[src/rtl/ifm_fifo_ctrl_if.sv]
// Handshake and strobe bundle between the IFM loader/feeder side and the
// ping-pong bank scheduler. When IFM_REPLAY_EN is defined, the bundle also
// carries cfg_rep (passes per bank).
interface ifm_fifo_ctrl_if #(
    parameter int CNT_WIDTH = 13
);
    logic                 start;
    logic [CNT_WIDTH-1:0] cfg_len;
`ifdef IFM_REPLAY_EN
    logic [3:0]           cfg_rep;
`endif
    logic                 wr_valid;
    logic                 wr_ready;
    logic                 rd_req;
    logic                 rd_valid;
    logic                 wr_clr_1;
    logic                 rd_clr_1;
    logic                 wr_en_1;
    logic                 rd_en_1;
    logic                 wr_clr_2;
    logic                 rd_clr_2;
    logic                 wr_en_2;
    logic                 rd_en_2;
    logic                 ifm_demux;
    logic                 ifm_mux;
    logic                 tile_done;
    logic                 busy;

`ifdef IFM_REPLAY_EN
    modport slave (
        input  start, cfg_len, cfg_rep, wr_valid, rd_req,
        output wr_ready, rd_valid, wr_clr_1, rd_clr_1, wr_en_1, rd_en_1,
               wr_clr_2, rd_clr_2, wr_en_2, rd_en_2, ifm_demux, ifm_mux,
               tile_done, busy
    );
    modport master (
        output start, cfg_len, cfg_rep, wr_valid, rd_req,
        input  wr_ready, rd_valid, wr_clr_1, rd_clr_1, wr_en_1, rd_en_1,
               wr_clr_2, rd_clr_2, wr_en_2, rd_en_2, ifm_demux, ifm_mux,
               tile_done, busy
    );
`else
    modport slave (
        input  start, cfg_len, wr_valid, rd_req,
        output wr_ready, rd_valid, wr_clr_1, rd_clr_1, wr_en_1, rd_en_1,
               wr_clr_2, rd_clr_2, wr_en_2, rd_en_2, ifm_demux, ifm_mux,
               tile_done, busy
    );
    modport master (
        output start, cfg_len, wr_valid, rd_req,
        input  wr_ready, rd_valid, wr_clr_1, rd_clr_1, wr_en_1, rd_en_1,
               wr_clr_2, rd_clr_2, wr_en_2, rd_en_2, ifm_demux, ifm_mux,
               tile_done, busy
    );
`endif
endinterface

[src/rtl/ifm_fifo_ctrl.sv]
// Ping-pong scheduler for the dual-bank IFM FIFO: the loader fills one bank
// while the PE feeder drains the other. Owns bank state, write/read pointers
// and all clear/enable strobes.
// Optional feature macro IFM_REPLAY_EN: each bank is read cfg_rep times
// (0 treated as 1) with a read-pointer rewind pulse between passes.
module ifm_fifo_ctrl #(
    parameter int MAX_WGT_FIFO_SIZE = 4608,
    parameter int CNT_WIDTH         = 13
) (
    input  logic           clk,
    input  logic           rst_n,
    ifm_fifo_ctrl_if.slave bus
);
    typedef enum logic [1:0] {ST_EMPTY, ST_FILL, ST_FULL, ST_CLR} bank_state_t;

    localparam logic [CNT_WIDTH-1:0] MAX_LEN = CNT_WIDTH'(MAX_WGT_FIFO_SIZE);
    localparam logic [CNT_WIDTH-1:0] ONE     = CNT_WIDTH'(1);

    bank_state_t          bank_q [2];
    logic                 wr_sel;
    logic                 rd_sel;
    logic [CNT_WIDTH-1:0] wr_cnt;
    logic [CNT_WIDTH-1:0] rd_cnt;
    logic [CNT_WIDTH-1:0] last_idx;   // cfg_len - 1, latched at start
    logic                 busy_q;
    logic                 rd_valid_q;
    logic                 mux_q;
    logic                 tile_done_q;
    logic [1:0]           rewind;     // per-bank read-pointer rewind pulse

    logic                 legal_start;
    logic                 wr_ready_c;
    logic                 accept;
    logic                 issue;
    logic                 wr_last;
    logic                 rd_last;
    logic                 final_pass;

`ifdef IFM_REPLAY_EN
    logic [3:0] rep_last;             // number of passes minus one
    logic [3:0] pass_cnt;
    logic [1:0] rewind_q;
    assign rewind = rewind_q;
`else
    assign rewind = 2'b00;
`endif

    // Handshake qualifiers decoded from the registered bank state.
    // NOTE: every always_comb output is assigned on every path, so no latch can be inferred.
    always_comb begin
        legal_start = bus.start && (bus.cfg_len != '0) && (bus.cfg_len <= MAX_LEN);
        wr_ready_c  = busy_q && (bank_q[wr_sel] == ST_EMPTY || bank_q[wr_sel] == ST_FILL);
        // A legal start re-initialises both banks, so no transfer is honoured that cycle.
        accept      = bus.wr_valid && wr_ready_c && !legal_start;
        issue       = bus.rd_req && (bank_q[rd_sel] == ST_FULL) && !rewind[rd_sel] && !legal_start;
        wr_last     = (wr_cnt == last_idx);
        rd_last     = (rd_cnt == last_idx);
`ifdef IFM_REPLAY_EN
        final_pass  = (pass_cnt == rep_last);
`else
        final_pass  = 1'b1;
`endif
    end

    // Bank ownership, pointers, counters and registered read-side outputs.
    // NOTE: sequential state uses non-blocking assignments so every register samples pre-edge values.
    always_ff @(posedge clk) begin
        if (!rst_n) begin
            bank_q[0]   <= ST_EMPTY;
            bank_q[1]   <= ST_EMPTY;
            wr_sel      <= 1'b0;
            rd_sel      <= 1'b0;
            wr_cnt      <= '0;
            rd_cnt      <= '0;
            last_idx    <= '0;
            busy_q      <= 1'b0;
            rd_valid_q  <= 1'b0;
            mux_q       <= 1'b0;
            tile_done_q <= 1'b0;
`ifdef IFM_REPLAY_EN
            rep_last    <= '0;
            pass_cnt    <= '0;
            rewind_q    <= '0;
`endif
        end else if (legal_start) begin
            bank_q[0]   <= ST_CLR;
            bank_q[1]   <= ST_CLR;
            wr_sel      <= 1'b0;
            rd_sel      <= 1'b0;
            wr_cnt      <= '0;
            rd_cnt      <= '0;
            last_idx    <= bus.cfg_len - ONE;
            busy_q      <= 1'b1;
            rd_valid_q  <= 1'b0;
            mux_q       <= 1'b0;
            tile_done_q <= 1'b0;
`ifdef IFM_REPLAY_EN
            rep_last    <= (bus.cfg_rep == 4'd0) ? 4'd0 : bus.cfg_rep - 4'd1;
            pass_cnt    <= '0;
            rewind_q    <= '0;
`endif
        end else begin
            rd_valid_q  <= issue;
            tile_done_q <= issue && rd_last && final_pass;
`ifdef IFM_REPLAY_EN
            rewind_q    <= '0;
`endif
            // A clear lasts exactly one cycle.
            for (int b = 0; b < 2; b++) begin
                if (bank_q[b] == ST_CLR) bank_q[b] <= ST_EMPTY;
            end

            // Write and read banks never coincide (EMPTY/FILL vs FULL), so both may update.
            if (accept) begin
                if (wr_last) begin
                    bank_q[wr_sel] <= ST_FULL;
                    wr_cnt         <= '0;
                    wr_sel         <= ~wr_sel;
                end else begin
                    bank_q[wr_sel] <= ST_FILL;
                    wr_cnt         <= wr_cnt + ONE;
                end
            end

            if (issue) begin
                mux_q <= rd_sel;
                if (rd_last) begin
                    rd_cnt <= '0;
                    if (final_pass) begin
                        bank_q[rd_sel] <= ST_CLR;
                        rd_sel         <= ~rd_sel;
`ifdef IFM_REPLAY_EN
                        pass_cnt       <= '0;
                    end else begin
                        rewind_q[rd_sel] <= 1'b1;
                        pass_cnt         <= pass_cnt + 4'd1;
`endif
                    end
                end else begin
                    rd_cnt <= rd_cnt + ONE;
                end
            end
        end
    end

    assign bus.wr_ready  = wr_ready_c;
    assign bus.wr_en_1   = accept && !wr_sel;
    assign bus.wr_en_2   = accept && wr_sel;
    assign bus.rd_en_1   = issue && !rd_sel;
    assign bus.rd_en_2   = issue && rd_sel;
    assign bus.wr_clr_1  = (bank_q[0] == ST_CLR);
    assign bus.wr_clr_2  = (bank_q[1] == ST_CLR);
    assign bus.rd_clr_1  = (bank_q[0] == ST_CLR) || rewind[0];
    assign bus.rd_clr_2  = (bank_q[1] == ST_CLR) || rewind[1];
    assign bus.ifm_demux = wr_sel;
    assign bus.ifm_mux   = mux_q;
    assign bus.rd_valid  = rd_valid_q;
    assign bus.tile_done = tile_done_q;
    assign bus.busy      = busy_q;
endmodule

[src/flat_wrapper.sv]
// flat-port wrapper written by rule: the top's interface ports become plain ports
module ifm_fifo_ctrl_flat 
#(
    parameter int MAX_WGT_FIFO_SIZE = 4608,
    parameter int CNT_WIDTH         = 13
)
  (clk, rst_n, bus_start, bus_cfg_len, bus_wr_valid, bus_rd_req, bus_wr_ready, bus_rd_valid, bus_wr_clr_1, bus_rd_clr_1, bus_wr_en_1, bus_rd_en_1, bus_wr_clr_2, bus_rd_clr_2, bus_wr_en_2, bus_rd_en_2, bus_ifm_demux, bus_ifm_mux, bus_tile_done, bus_busy);
  ifm_fifo_ctrl_if #(.CNT_WIDTH(CNT_WIDTH)) bus_i ();
  input  logic clk;
  input  logic rst_n;
  input wire logic [$bits(bus_i.start)-1:0] bus_start;
  input wire logic [$bits(bus_i.cfg_len)-1:0] bus_cfg_len;
  input wire logic [$bits(bus_i.wr_valid)-1:0] bus_wr_valid;
  input wire logic [$bits(bus_i.rd_req)-1:0] bus_rd_req;
  output wire logic [$bits(bus_i.wr_ready)-1:0] bus_wr_ready;
  output wire logic [$bits(bus_i.rd_valid)-1:0] bus_rd_valid;
  output wire logic [$bits(bus_i.wr_clr_1)-1:0] bus_wr_clr_1;
  output wire logic [$bits(bus_i.rd_clr_1)-1:0] bus_rd_clr_1;
  output wire logic [$bits(bus_i.wr_en_1)-1:0] bus_wr_en_1;
  output wire logic [$bits(bus_i.rd_en_1)-1:0] bus_rd_en_1;
  output wire logic [$bits(bus_i.wr_clr_2)-1:0] bus_wr_clr_2;
  output wire logic [$bits(bus_i.rd_clr_2)-1:0] bus_rd_clr_2;
  output wire logic [$bits(bus_i.wr_en_2)-1:0] bus_wr_en_2;
  output wire logic [$bits(bus_i.rd_en_2)-1:0] bus_rd_en_2;
  output wire logic [$bits(bus_i.ifm_demux)-1:0] bus_ifm_demux;
  output wire logic [$bits(bus_i.ifm_mux)-1:0] bus_ifm_mux;
  output wire logic [$bits(bus_i.tile_done)-1:0] bus_tile_done;
  output wire logic [$bits(bus_i.busy)-1:0] bus_busy;
  assign bus_i.start = bus_start;
  assign bus_i.cfg_len = bus_cfg_len;
  assign bus_i.wr_valid = bus_wr_valid;
  assign bus_i.rd_req = bus_rd_req;
  assign bus_wr_ready = bus_i.wr_ready;
  assign bus_rd_valid = bus_i.rd_valid;
  assign bus_wr_clr_1 = bus_i.wr_clr_1;
  assign bus_rd_clr_1 = bus_i.rd_clr_1;
  assign bus_wr_en_1 = bus_i.wr_en_1;
  assign bus_rd_en_1 = bus_i.rd_en_1;
  assign bus_wr_clr_2 = bus_i.wr_clr_2;
  assign bus_rd_clr_2 = bus_i.rd_clr_2;
  assign bus_wr_en_2 = bus_i.wr_en_2;
  assign bus_rd_en_2 = bus_i.rd_en_2;
  assign bus_ifm_demux = bus_i.ifm_demux;
  assign bus_ifm_mux = bus_i.ifm_mux;
  assign bus_tile_done = bus_i.tile_done;
  assign bus_busy = bus_i.busy;
  ifm_fifo_ctrl #(.MAX_WGT_FIFO_SIZE(MAX_WGT_FIFO_SIZE), .CNT_WIDTH(CNT_WIDTH)) u_core (.clk(clk), .rst_n(rst_n), .bus(bus_i));
endmodule
[config.mk]
export PLATFORM = sky130hd
export DESIGN_NAME = ifm_fifo_ctrl_flat
export DESIGN_NICKNAME = d
export VERILOG_FILES = /design/src/rtl/ifm_fifo_ctrl_if.sv /design/src/rtl/ifm_fifo_ctrl.sv /design/src/flat_wrapper.sv
export SDC_FILE = /design/constraint.sdc
export NUM_CORES = 1
export LEC_CHECK = 0
export BUFFER_PORTS_ARGS = -buffer_cell sky130_fd_sc_hd__buf_4
export CAP_MARGIN = 5
export CELL_PAD_IN_SITES_DETAIL_PLACEMENT = 0
export CELL_PAD_IN_SITES_GLOBAL_PLACEMENT = 2
export CORE_UTILIZATION = 35
export CTS_CLUSTER_SIZE = 25
export DETAILED_ROUTE_END_ITERATION = 8
export GPL_TIMING_DRIVEN = 1
export PLACE_DENSITY_LB_ADDON = 0.05
export SYNTH_ARGS = -nofsm -noshare
export SYNTH_HDL_FRONTEND = slang
export SYNTH_SLANG_ARGS = --single-unit
[constraint.sdc]
create_clock -name clk -period 2.9 [get_ports clk]
set_input_delay 0.435 -clock clk [delete_from_list [all_inputs] [get_ports clk]]
set_output_delay 0.435 -clock clk [all_outputs]
set_load 0.02 [all_outputs]
## Word-level counts from Yosys, hierarchy flattened

Memory sizes are Yosys's and may differ from the RTL's. A register that Yosys moved wholly into a read port is not among the register bits.
Cells that the tools add are included.
Widths: inputs -> output; s select.

- Register bits after elaboration: 45
- Bits in writable memories: 4
- Input bits: 18
- Output and inout port bits: 14
- Memories: 1

- Add/sub/neg operators: 3
- $lt $le $gt $ge: 2
- Equal/unequal tests: 6
- Muxes and demuxes: 39
- Bitwise gates (word level): 8
- Reductions and logical operators: 23

Memory list:

| name | words | bits a word | rd ports | clocked after Yosys merged registers in | write ports | line | RTL |
|---|---|---|---|---|---|---|---|
| u_core.bank_q | 2 | 2 | 4 | 2 | 4 | ifm_fifo_ctrl.sv:19 | `bank_state_t bank_q [2];` |

Operator list:

| kind | number |
|---|---|
| $mux 1 | 32 |
| $add 13x1->13 const B | 2 |
| $eq 13x13->1 | 2 |
| $mux 13 | 2 |
| $le 13x13->1 const B | 1 |
| $logic_and 1x1->1 | 13 |
| $reduce_bool 13->1 | 1 |
| $sub 13x1->13 const B | 1 |
| $mux 2 | 5 |
| $eq 2x2->1 const B | 3 |
| $or 1x1->1 | 5 |
| $logic_not 1->1 | 4 |
| $reduce_and 2->1 | 2 |
| $not 1->1 | 3 |
| $eq 2x1->1 const B | 1 |
| $logic_not 2->1 | 1 |
| $lt 1x2->1 const B | 1 |
| $reduce_or 2->1 | 1 |
| $logic_or 1x1->1 | 1 |

## Logic depth before layout (Yosys ltp)

- Depth after elaboration: 10
- Mapped depth: 11

## Worst setup path before layout

OpenSTA, ideal clock, no wires.

- Kind: input port to output port
- From: input bus_cfg_len[0]
- To: output bus_rd_en_1
- Arrival: 2.198 ns
- Data required time: 2.465 ns
- Slack: 0.267 ns
- Stages: 10
- Buffers on the path: 4
- Cells stage by stage: inv_1 ha_1 nor4b_4 a21o_1 and3_1 buf_6 buf_2 buf_2 buf_2 nor3_1

- Word-level cells in the longest chain between the ends: 6
- Elaborated cells between the ends (all ways): 7

Ends and longest elaborated chain:

| element | line | RTL |
|---|---|---|
| start: declaration | flat_wrapper.sv:12 | `input wire logic [$bits(bus_i.cfg_len)-1:0] bus_cfg_len;` |
| branches (longest 2 deep; another with $le 13x13->1) | n/a |  |
| $logic_and 1x1->1 (*) | ifm_fifo_ctrl.sv:51 | `legal_start = bus.start && (bus.cfg_len != '0) && (bus.cfg_len <= MAX_LEN);` |
| $logic_not 1->1 (*) | ifm_fifo_ctrl.sv:55 | `issue = bus.rd_req && (bank_q[rd_sel] == ST_FULL) && !rewind[rd_sel] && !legal_start;` |
| $logic_and 1x1->1 (*) | ifm_fifo_ctrl.sv:55 |  |
| $logic_and 1x1->1 (*) | ifm_fifo_ctrl.sv:149 | `assign bus.rd_en_1 = issue && !rd_sel;` |
| end: declaration | flat_wrapper.sv:20 | `output wire logic [$bits(bus_i.rd_en_1)-1:0] bus_rd_en_1;` |

Every way passes the cells marked *.

## Final worst setup path

- From: input bus_cfg_len[0]
- To: output bus_wr_en_1

- Word-level cells in the longest chain between the ends: 6
- Elaborated cells between the ends (all ways): 7

Ends and longest elaborated chain:

| element | line | RTL |
|---|---|---|
| branches (longest 2 deep; another with $le 13x13->1) | n/a |  |
| $logic_and 1x1->1 (*) | ifm_fifo_ctrl.sv:51 |  |
| $logic_not 1->1 (*) | ifm_fifo_ctrl.sv:54 | `accept = bus.wr_valid && wr_ready_c && !legal_start;` |
| $logic_and 1x1->1 (*) | ifm_fifo_ctrl.sv:54 |  |
| $logic_and 1x1->1 (*) | ifm_fifo_ctrl.sv:147 | `assign bus.wr_en_1 = accept && !wr_sel;` |
| end: declaration | flat_wrapper.sv:19 | `output wire logic [$bits(bus_i.wr_en_1)-1:0] bus_wr_en_1;` |

Marks and branches as above.

==> results.sh <==
export IMPL_status="finished, final reports clean"
export IMPL_vias=2570
export IMPL_ant_nets=0
export IMPL_clkTransAtPathRegs_ns=0.09
export IMPL_clk_latency_ns=0.30
export IMPL_drive_gt1_share_pct=14.0
export IMPL_seqCellArea_mm2=0.00102
export IMPL_ys_seq_area_share_pct=35.5
export IMPL_numPlacedInstances=458
export IMPL_wire_per_inst_um=16.0
export IMPL_post_cts_buffers=0
export IMPL_synth_edf_count=0
export IMPL_skew_ns=0.00385
export IMPL_hold_depth=2
export IMPL_cp_start_kind="input pin"
export IMPL_setup_viol=0
export IMPL_required_ns=2.47
export IMPL_syn_area_per_cell_um2=8.57
export IMPL_whs_endpoint="u_core.last_idx[0]"
export IMPL_powerDensity_mw_per_mm2=416
export IMPL_areaGrowthSynthToFinish_pct=14.8
export IMPL_syn_area_mm2=0.00288
export IMPL_final_cell_count_no_fill=466
export IMPL_end_kind="output pin"
export IMPL_clock_sinks=51
export IMPL_cts_tree="built"
export IMPL_dpl_hpwl_mm=5.59
export IMPL_first_global_vias=2452
export IMPL_post_route_min_period_ns=2.44
export IMPL_drt_iter0_markers=86
export IMPL_postCtsHoldBufs=0
export IMPL_rr_worst_depth=5
export IMPL_fmax_mhz=410
export IMPL_portBuffers=31
export IMPL_cts_root_buf="clkbuf_8"
export IMPL_tns_ns=0
export IMPL_path_class="in2out"
export IMPL_rows=32
export IMPL_nets=385
export IMPL_synth_distinct_cells=44
export IMPL_fillers=834
export IMPL_maxSlewViolCount=0
export IMPL_hp_start="bus_cfg_len[0]"
export IMPL_p_leak_nw=1.22
export IMPL_r2r_start="u_core.last_idx[6]"
export IMPL_async_reset_ff_share_pct=0
export IMPL_grt_pass1_wl_mm=12.8
export IMPL_start_util_pct=36.7
export IMPL_die_x_um=92.7
export IMPL_post_cts_resized=0
export IMPL_power_mw=1.37
export IMPL_slew_limit_headroom_pct=64.7
export IMPL_boundaryPins=32
export IMPL_whs_ns=0.329
export IMPL_coreArea_mm2=0.00785
export IMPL_gp_congestion=0.758
export IMPL_cts_buffer_depth=2
export IMPL_avgViaCountPerCell=5.52
export IMPL_r2r_end="u_core.rd_cnt[0]"
export IMPL_grt_use_total_pct=19.0
export IMPL_crit_fanout=14
export IMPL_syn_nets=358
export IMPL_drc=0
export IMPL_hold_viol=0
export IMPL_htree_levels=2
export IMPL_hp_class="in2reg"
export IMPL_regToRegSetupSlack_ns=0.85
export IMPL_ys_warn_count=0
export IMPL_arrival_ns=2.01
export IMPL_synthCells=336
export IMPL_die_area_mm2=0.00859
export IMPL_rsz0062_at_grt="false"
export IMPL_finalWirelength_mm=7.44
export IMPL_maxCapViolCount=0
export IMPL_min_period_over_period_pct=84.2
export IMPL_numCtsBuffers=5
export IMPL_irDropWorstVdd_mv=0.176
export IMPL_ys_seq_elements=51
export IMPL_antenna_found_initial=0
export IMPL_synth_flop_cell="dfxtp_1"
export IMPL_gr_total_overflow=0
export IMPL_n_antenna_cell=0
export IMPL_drtPass1Iterations=4
export IMPL_placedInstanceArea_mm2=0.00322
export IMPL_multiInputGateArea_mm2=0.00174
export IMPL_fin_area_mm2=0.00330
export IMPL_tightest_slew_ns=0.529
export IMPL_die_h_um=92.7
export IMPL_grt_max_degree=52
worst max-delay path by stage:
stage                         from          end  slack [ns]
floorplan           bus_cfg_len[0]  bus_rd_en_1        0.27
global placement    bus_cfg_len[0]  bus_wr_en_1        0.43
detailed placement  bus_cfg_len[0]  bus_wr_en_1        0.45
CTS                 bus_cfg_len[0]  bus_wr_en_1        0.45
global route        bus_cfg_len[0]  bus_wr_en_1        0.37
finish              bus_cfg_len[0]  bus_wr_en_1        0.46
power by group:
part / switching (mW) / internal, mW
clock network: 0.235 / 0.170
registers: 0.0300 / 0.722
logic: 0.127 / 0.0895
total: 0.392 / 0.982
critical path, cell delays in order:
cell and delay (ns):
buf_4 0.12, inv_1 0.07, ha_1 0.15, nor4b_4 0.23, nand3_2 0.11, and3_2 0.22, buf_4 0.18, nor3_1 0.28
buf_4 0.20
cell type report:
| class | instances | share of cell area, % |
|---|---|---|
| multi-input combinational | 261 | 52.6 |
| sequential | 51 | 30.9 |
| timing repair buffer | 39 | 9.62 |
| tap | 102 | 3.86 |
| clock buffer | 7 | 2.31 |
| inverter | 5 | 0.568 |
| clock inverter | 1 | 0.151 |
cells in the final DEF (no fill, tap or decap), types with 7 or more instances in the layout:
master	instances
nor4_1	9
a211oi_1	23
nor3_1	9
and2_1	7
a21oi_1	18
buf_4	37
nor2_1	28
nand2_1	21
xor2_1	27
o31ai_1	18
nand3_1	9
o21ai_0	7
nand4_1	7
dfxtp_1	51
or3_1	7
or4_1	19
xnor2_1	11
per-layer routing:
metal	up-vias	GRT usage, %	wire length, µm
met4	0	3.85	54
met3	4	2.87	173
li1	1320	-	-
met2	31	31.0	3450
met5	-	0	0
met1	1215	26.5	3770
registers in the layout, indices dropped and copies added, names as in the netlist, named ones only:
signal                flops
u_core.last_idx          13
u_core.bus.busy           1
u_core.bus.ifm_demux      1
u_core.bus.ifm_mux        1
u_core.bus.rd_valid       1
u_core.bus.tile_done      1
u_core.wr_cnt            13
u_core.rd_sel             1
u_core.bank_q             4
u_core.rd_cnt            13
Yosys cell counts (3+ instances only):
cell type | instances | area share [%]
a211oi_1 | 23 | 6.0
a21oi_1 | 18 | 3.1
a31oi_1 | 3 | 0.65
and2_1 | 7 | 1.5
and3_1 | 6 | 1.3
and4_1 | 3 | 0.91
buf_2 | 7 | 1.2
clkbuf_1 | 8 | 1.0
dfxtp_1 | 51 | 35
ha_1 | 4 | 1.7
inv_1 | 4 | 0.52
nand2_1 | 21 | 2.7
nand3_1 | 9 | 1.6
nand4_1 | 7 | 1.5
nor2_1 | 28 | 3.7
nor3_1 | 9 | 1.6
nor3b_1 | 3 | 0.78
nor4_1 | 9 | 2.0
o21ai_0 | 7 | 1.2
o31ai_1 | 18 | 4.7
or3_1 | 7 | 1.5
or4_1 | 19 | 5.0
xnor2_1 | 11 | 3.3
xor2_1 | 27 | 8.2
logic make-up (layout without fill, tap and decap cells):
family / Yosys count / count (layout) / synth area share (%)
simple gates: 139 / 139 / 28.1
compound gates: 79 / 79 / 18.6
buf+inv: 24 / 52 / 4.21
flops: 51 / 51 / 35.5
xor+xnor: 38 / 38 / 11.6
fa+ha+maj: 4 / 4 / 1.74
mux: 1 / 1 / 0.348
per-stage QoR:
step                      utilization, %  setup slack [ns]
after global routing                42.1             0.371
after global placement              41.1             0.435
final                               42.1             0.459
after detailed placement            41.1             0.451
after CTS                           42.1             0.452
after floorplan                        -             0.267
No activity file was read; power rests on OpenSTA's default activity.
